### src/rtl/player_input_ctrl.sv
// player_input_ctrl
//   Turns nine raw, asynchronous, bouncing cell buttons into clean one-cycle
//   move requests. The buttons go through a 2-flop synchronizer and a
//   debounce FSM. A debounced press on an empty cell while the game is still
//   running gives one pulse on playerWrite, with the cell index on
//   playerInput. Any other debounced press gives one pulse on keyReject.
//
// Ports
//   ph1          in   1   clock, rising edge
//   reset        in   1   synchronous, active-high
//   btnRaw       in   9   raw cell buttons, active-high, bit k = cell k
//   gBoard       in  18   board; cell k = gBoard[2k+1:2k], 00 = empty
//   gameIsDone   in   1   no moves accepted while high
//   playerWrite  out  1   one-cycle pulse: legal move on playerInput
//   playerInput  out  4   cell index while playerWrite=1, else 0
//   keyReject    out  1   one-cycle pulse: debounced press dropped
module player_input_ctrl #(
    parameter int unsigned DEBOUNCE_CYCLES = 16
) (
    input  logic        ph1,
    input  logic        reset,
    input  logic [8:0]  btnRaw,
    input  logic [17:0] gBoard,
    input  logic        gameIsDone,
    output logic        playerWrite,
    output logic [3:0]  playerInput,
    output logic        keyReject
);

    localparam int unsigned CNT_W = $clog2(DEBOUNCE_CYCLES + 1);
    localparam logic [CNT_W-1:0] CNT_LAST = CNT_W'(DEBOUNCE_CYCLES - 1);

    typedef enum logic [1:0] {
        IDLE,
        DEBOUNCE,
        FIRE,
        WAIT_RELEASE
    } state_t;

    state_t           state, state_n;
    logic [3:0]       key, key_n;
    logic [CNT_W-1:0] cnt, cnt_n;

    logic [8:0] sync1, btnS;
    logic [3:0] sel;
    logic       found;
    logic       anyBtn;

    logic       legal;
    logic       pw_n;
    logic       kr_n;
    logic [3:0] pin_n;

    // Two-flop synchronizer for the asynchronous buttons
    always_ff @(posedge ph1) begin
        if (reset) begin
            sync1 <= '0;
            btnS  <= '0;
        end else begin
            sync1 <= btnRaw;
            btnS  <= sync1;
        end
    end

    // Priority encoder: the lowest set index wins
    always_comb begin
        sel   = '0;
        found = 1'b0;
        for (int unsigned i = 0; i < 9; i++) begin
            if (btnS[i] && !found) begin
                sel   = 4'(i);
                found = 1'b1;
            end
        end
    end

    assign anyBtn = |btnS;

    // State register
    always_ff @(posedge ph1) begin
        if (reset) begin
            state <= IDLE;
            key   <= '0;
            cnt   <= '0;
        end else begin
            state <= state_n;
            key   <= key_n;
            cnt   <= cnt_n;
        end
    end

    // Next-state logic
    always_comb begin
        state_n = state;
        key_n   = key;
        cnt_n   = cnt;
        unique case (state)
            IDLE: begin
                if (anyBtn) begin
                    key_n   = sel;
                    cnt_n   = '0;
                    state_n = DEBOUNCE;
                end
            end
            DEBOUNCE: begin
                // Only the captured key matters here. Other buttons are ignored.
                if (!btnS[key]) begin
                    state_n = IDLE;
                end else begin
                    cnt_n = cnt + 1'b1;
                    if (cnt == CNT_LAST) begin
                        state_n = FIRE;
                    end
                end
            end
            FIRE: begin
                cnt_n   = '0;
                state_n = WAIT_RELEASE;
            end
            WAIT_RELEASE: begin
                // Every button must be low for the full window before re-arming.
                if (anyBtn) begin
                    cnt_n = '0;
                end else if (cnt == CNT_LAST) begin
                    state_n = IDLE;
                end else begin
                    cnt_n = cnt + 1'b1;
                end
            end
            default: state_n = IDLE;
        endcase
    end

    // Output logic. The outputs are decoded from the state being entered, so
    // the registered pulse lines up with the cycle spent in FIRE.
    always_comb begin
        legal = (gBoard[{key, 1'b0} +: 2] == 2'b00) && !gameIsDone;
        pw_n  = (state_n == FIRE) && legal;
        kr_n  = (state_n == FIRE) && !legal;
        pin_n = pw_n ? key : '0;
    end

    always_ff @(posedge ph1) begin
        if (reset) begin
            playerWrite <= 1'b0;
            keyReject   <= 1'b0;
            playerInput <= '0;
        end else begin
            playerWrite <= pw_n;
            keyReject   <= kr_n;
            playerInput <= pin_n;
        end
    end

endmodule

### config.mk
export PLATFORM = sky130hd
export DESIGN_NAME = player_input_ctrl
export DESIGN_NICKNAME = d
export VERILOG_FILES = /design/src/rtl/player_input_ctrl.sv
export SDC_FILE = /design/constraint.sdc
export NUM_CORES = 1
export LEC_CHECK = 0
export CAP_MARGIN = 30
export CORE_MARGIN = 4
export CORE_UTILIZATION = 26
export DETAILED_ROUTE_END_ITERATION = 12
export PLACE_DENSITY = 0.45
export SLEW_MARGIN = 25
export SYNTH_ARGS = -nofsm -noshare
export SYNTH_HDL_FRONTEND = slang
export SYNTH_SLANG_ARGS = --single-unit
### constraint.sdc
create_clock -name ph1 -period 2.7 [get_ports ph1]
set_input_delay 0.54 -clock ph1 [delete_from_list [all_inputs] [get_ports ph1]]
set_output_delay 0.54 -clock ph1 [all_outputs]
set_load 0.01 [all_outputs]
==> results of run 1 <==
[sequential cells by signal (all words and copies together) (netlist names)]
signal / cells
btnS: 9
sync1: 9
cnt: 5
key: 4
playerInput: 4
state: 2
keyReject: 1
playerWrite: 1
[metrics by stage]
stage	utilization [%]	hold slack [ps]	instances	setup slack [ps]	total power [mW]
after floorplan	-	414	163	759	0.669
after global placement	35.1	421	268	325	0.742
after detailed placement	35.1	423	268	279	0.744
after CTS	37.1	441	276	483	1.22
after global routing	37.1	462	276	287	1.27
final	37.1	439	276	492	1.20
[power breakdown]
group | internal (mW) | switching [mW] | total (mW) | leakage, nW
Sequential | 0.538 | 0.0269 | 0.565 | 0.287
Combinational | 0.0948 | 0.0728 | 0.168 | 0.404
Clock | 0.275 | 0.194 | 0.469 | 0.0581
[layout make-up]
cell class,count,share of cell area (%)
Tap cell,72,4.35
Inverter,7,1.27
Sequential cell,35,33.8
Clock inverter,3,2.11
Clock buffer,5,3.32
Timing Repair Buffer,38,18.0
Multi-Input combinational cell,116,37.1
[logic make-up (layout without fill, tap and decap cells)]
| group | after synthesis | count (layout) | share of synthesized area [%] |
|---|---|---|---|
| flops | 35 | 35 | 46.2 |
| compound gates | 37 | 37 | 17.2 |
| mux | 4 | 4 | 2.80 |
| fa+ha+maj | 2 | 2 | 1.65 |
| simple gates | 73 | 73 | 28.9 |
| buf+inv | 12 | 53 | 3.22 |
[worst max path at each step]
stage,endpoint,slack [ps],cells after the start
after floorplan,cnt[4]$_SDFFE_PP0P_,760,8
after global placement,playerInput[3]$_SDFF_PP0_,320,6
after detailed placement,playerInput[3]$_SDFF_PP0_,280,6
after CTS,cnt[4]$_SDFFE_PP0P_,480,6
after global routing,playerInput[0]$_SDFF_PP0_,290,6
final,cnt[4]$_SDFFE_PP0P_,490,6
[layout by cell type (no fill, tap or decap), types with 3 or more instances in the layout]
cell type,instances
buf_4,3
inv_1,7
clkdlybuf4s50_1,35
nor2b_1,19
nand2_1,5
nor2_1,11
o311ai_0,5
and2_1,5
nor3b_1,3
or4_1,3
dfxtp_1,35
o21ai_0,7
clkbuf_8,5
and3_1,3
nor3_1,8
a21oi_1,10
[per-layer routing]
layer  vias to the layer above  share of wire [%]
met3                         8                8.6
li1                        673                  -
met5                         -                  0
met2                        55                 45
met4                         0                1.9
met1                       570                 44
[worst max-delay path, delay by kind of cell (launching register included)]
kind	cells	cell delay, ps
simple gates	2	600
mux	1	140
compound gates	2	580
buf+inv	1	180
flops	1	630
==> metrics.txt, run 1 <==
Critical Path Source Type=flip-flop; met1 usage=a little over an eighth; number of global-route vias before repair=1,300; Antenna Cells=0; gr usage total=10.8%; Reg area=about 700 sq um; Post-synth ARST share=0%; post-synthesis instance total=between 150 and 200; unrepaired setup endpoints after global routing=false; CTS tree=done; Lkg Pwr=between 0.7 and 0.8 nW; outcome=finished clean; grt met2 use=about 17%; post-DR wirelength/cell=about 13 um; initial core utilization=between 20% and 30%; Row Count=27; Synth Flop Type=dfxtp_1; Final setup viols=0; fin nets=~240; RR Startpoint=key[0]$_SDFFE_PP0P_; WP data required=2920 ps; wirelength, routed=about 3600 um; TritonCTS Buffers=5; Core Area=approximately 5600 sq um; Ports=36; Max Root-Sink Buffers=2; initial antenna violation count=0; sequential element share of the synthesized area=between 40% and 50%; Slew @ Worst Pin=between 500 and 600 ps; hpwl dp=2670 um; detailed-route DRC error count=0; Synth Area per Inst=just over 9 sq um; Worst Hold Class=reg2reg; die footprint=a little over 7000 sq um; Post-Synthesis Cell Area=approximately 1500 sq um; Clock Skew=between 10 and 15 ps; Clk Latency, worst-skew pair=around 290 ps; Max stage delay on crit path=630 ps; count of cell types in the netlist=44; cell taking the most area after synthesis=dfxtp_1; DRT iter0 DRCs=64; hold path cells=1; slowest cell on the critical path=dfxtp_1; power per cell area=580 nW/um^2; crit share post-route=slightly above 80%; Net Count, Synth=between 150 and 200; Final Hold Fails=0; ratio of cells with drive above 1 in the final layout=about a tenth; most crowded layer after global routing=met2; Setup Total Neg Slack=0 ps; first-pass detailed-route iteration total=4; number of instances resized during post-cts repair=0; hold_sp=sync1[6]$_SDFF_PP0_; CTS clk-pin slew, worst paths=80 ps; Finished Cell Area=2070 sq um; WHS Endpoint=btnS[6]$_SDFF_PP0_; post-CTS setup buffer count=0; post-detailed-route via-to-cell ratio=~4.7; flops & latches, synth=35; post-route ant nets=0; grt total ovfl=0; critical path fanouts, max=15; top post-synthesis cells by count=dfxtp_1, nor2b_1, nor2_1, a21oi_1, nor3_1; WS Path Type=reg2reg; Die H=approximately 84 um; clock root buffer=clkbuf_8; GRT met3 Usage=under 10%; crit path capture type=flip-flop; max-slew violations=0; Worst Setup SP=key[0]$_SDFFE_PP0P_; Fmax=around 450 MHz; first-pass GRT wire length=6110 um; Clock Sinks=35; fill count=588; flop-to-flop setup slack=about 490 ps; count leader, synth=dfxtp_1; largest net degree at the start of global routing=31; die width=between 80 and 90 um; Yosys warning total=0; worst reg2reg endpoint=cnt[4]$_SDFFE_PP0P_; depth of the most critical reg-to-reg path=6; # hold bufs at CTS=0; EDFF count, synth=0; Synth top area share=a little under half; port bufs=35; GP Congestion=roughly 0.84; multi-input combinational cell area=slightly below 800 sq um; sequence of cells on the critical path=mux2i_1, o32ai_1, nor4_1, buf_4, or4_1, a21oi_1; Via Count=around 1,300; Arr. time, crit path=around 2400 ps; Slew HR=60.2%; placed inst area=slightly below 2000 sq um; H-tree lvl count=2; Synth area leaders=dfxtp_1, nor2b_1, a21oi_1; synthesis-to-finish area growth=36.4%; Max Cap Violations=0; VDD IR max=0.228 mV; min Tclk post-route=approximately 2200 ps
(Power assumes the default switching activity.)
==> run 2, diff against run 1 <==
==> constraint.sdc (replaced) <==
create_clock -name ph1 -period 2.2 [get_ports ph1]
set_input_delay 0.44 -clock ph1 [delete_from_list [all_inputs] [get_ports ph1]]
set_output_delay 0.44 -clock ph1 [all_outputs]
set_load 0.01 [all_outputs]
==> metrics.txt, run 2 (synthesized netlist as in run 1, its figures left out) <==
slowest cell on the critical path=or4_1 (was dfxtp_1); gr usage total=10.4% (was 10.8%); initial core utilization=27.2% (unchanged); max-slew violations=0 (unchanged); most common cell after layout, fill and taps aside=clkdlybuf4s50_1; post-CTS setup buffer count=0 (unchanged); post-detailed-route via-to-cell ratio=4.67 (was 4.73); WS Path Type=reg2reg (unchanged); placed inst area=1970 sq um (was 1960 sq um); first-pass detailed-route iteration total=4 (unchanged); dpl cells=270 (was 268); Die H=84.4 um (unchanged); worst reg2reg endpoint=cnt[4]$_SDFFE_PP0P_ (unchanged); synthesis-to-finish area growth=37.6% (was 36.4%); WP depth=8 (was 6); post-DR wirelength/cell=12.9 um (was 13.0 um); hpwl dp=2780 um (was 2670 um); H-tree lvl count=2 (unchanged); Clk Latency, worst-skew pair=280 ps (was 290 ps); Final setup viols=0 (unchanged); Lkg Pwr=0.746 nW (was 0.748 nW); final std cells w/o fill=278 (was 276); number of global-route vias before repair=1,279 (was 1,300); Finished Cell Area=2090 sq um (was 2070 sq um); die footprint=7120 sq um (unchanged); wirelength, routed=3590 um (about the same); TritonCTS Buffers=5 (unchanged); outcome=finished clean (unchanged); fin nets=237 (was 235); critical path fanouts, max=6 (was 15); Via Count=1,298 (was 1,306); VDD IR max=0.366 mV (was 0.228 mV); Largest regs=btnS: 9 flops, sync1: 9 flops, cnt: 5 flops (unchanged); grt total ovfl=0 (unchanged); min Tclk post-route=2060 ps (was 2210 ps); flop-to-flop setup slack=140 ps (was 490 ps); RR Startpoint=cnt[0]$_SDFFE_PP0P_ (was key[0]$_SDFFE_PP0P_); initial antenna violation count=0 (unchanged); Worst Setup EP=cnt[4]$_SDFFE_PP0P_ (unchanged); Clock Skew=5.12 ps (was 10.2 ps); DRT iter0 DRCs=51 (was 64); crit path capture type=flip-flop (unchanged); Row Count=27 (unchanged); post-route ant nets=0 (unchanged); Slew HR=63.4% (was 60.2%); Final Hold Fails=0 (unchanged); WP data required=2420 ps (was 2920 ps); die width=84.4 um (unchanged); Max Root-Sink Buffers=2 (unchanged); CTS tree=done (unchanged); ratio of cells with drive above 1 in the final layout=13.1% (was 9.31%); CTS clk-pin slew, worst paths=70 ps (was 80 ps); Max Cap Violations=0 (unchanged); CP delay by family, top=simple AND/OR/NAND/NOR gates (was flip-flops); crit share post-route=93.6% (was 81.8%); largest net degree at the start of global routing=31 (unchanged); Arr. time, crit path=2280 ps (was 2430 ps); detailed-route DRC error count=0 (unchanged); Clock Sinks=35 (unchanged); Antenna Cells=0 (unchanged); Fmax=486 MHz (was 453 MHz); depth of the most critical reg-to-reg path=8 (was 6); first-pass GRT wire length=5980 um (was 6110 um); unrepaired setup endpoints after global routing=false (unchanged); port bufs=35 (unchanged); hold path cells=1 (unchanged); clock root buffer=clkbuf_8 (unchanged); GP Congestion=0.838 (was 0.844); Max stage delay on crit path=520 ps (was 630 ps); commonest cells after routing, fill and taps aside=clkdlybuf4s50_1, dfxtp_1, nor2b_1 (was dfxtp_1, clkdlybuf4s50_1, nor2b_1); Critical Path Source Type=flip-flop (unchanged); Worst Hold Class=reg2reg (unchanged); final core occ=37.5% (was 37.1%); Worst Setup SP=cnt[0]$_SDFFE_PP0P_ (was key[0]$_SDFFE_PP0P_); crit path buf inv count=0 (was 1); power per cell area=661 nW/um^2 (was 580 nW/um^2); Slew @ Worst Pin=542 ps (was 590 ps); sequence of cells on the critical path=ha_1, and3_1, ha_1, and2_1, nand2_2, a21oi_2, or4_1, a21oi_2 (was mux2i_1, o32ai_1, nor4_1, buf_4, or4_1, a21oi_1); Ports=36 (unchanged); Core Area=5570 sq um (unchanged)
[run 2: changes by cell type in the layout (fill, tap and decap cells not counted), sizes merged]
| cell | change |
|---|---|
| clkinv | -2 |
| buf | +2 |
| bufinv | -1 |
| clkinvlp | +2 |
| inv | +1 |
[run 2: repair_timing]
action,CTS,global route
resized for setup,0,6
hold buffers,0,0
setup endpoints to repair,0,8
[run 2: worst min-delay path by stage]
stage                        startpoint                  to  slack (ps)
finish              sync1[6]$_SDFF_PP0_  btnS[6]$_SDFF_PP0_         440
global route        sync1[7]$_SDFF_PP0_  btnS[7]$_SDFF_PP0_         450
CTS                 sync1[6]$_SDFF_PP0_  btnS[6]$_SDFF_PP0_         440
detailed placement  sync1[6]$_SDFF_PP0_  btnS[6]$_SDFF_PP0_         420
global placement    sync1[1]$_SDFF_PP0_  btnS[1]$_SDFF_PP0_         420
floorplan           sync1[0]$_SDFF_PP0_  btnS[0]$_SDFF_PP0_         410
[run 2: metal layers]
| metal | share of wire [%] | GRT usage [%] | wire length [um] | up-vias |
|---|---|---|---|---|
| met1 | 46 | 12.7 | 1650 | 557 |
| met2 | 43 | 16.1 | 1530 | 54 |
| li1 | - | - | - | 678 |
| met4 | 2.9 | 5.47 | 104 | 0 |
| met3 | 8.4 | 3.93 | 301 | 9 |
| met5 | 0 | 0 | 0 | - |
[run 2: cell type report]
cell class | count | area [sq um]
multi-input combinational | 116 | 790
fill | 572 | 3490
clock inverter | 3 | 23.8
tap | 72 | 90.1
sequential | 35 | 702
clock buffer | 5 | 68.8
timing repair buffer | 40 | 388
inverter | 7 | 26.3
[run 2: through the flow]
step	setup WS (ps)	power (mW)	hold slack [ps]	TNS, ps
after floorplan	259	0.821	414	0
after global placement	-72.1	0.916	422	-282
after detailed placement	-153	0.918	424	-648
after CTS	47.0	1.40	443	0
after global routing	13.5	1.45	452	0
final	142	1.38	441	0
[run 2: where the power goes]
| part | switching, mW | internal, mW |
|---|---|---|
| Combinational | 0.0956 | 0.124 |
| Clock | 0.244 | 0.226 |
| Sequential | 0.0293 | 0.660 |
| Total | 0.369 | 1.01 |
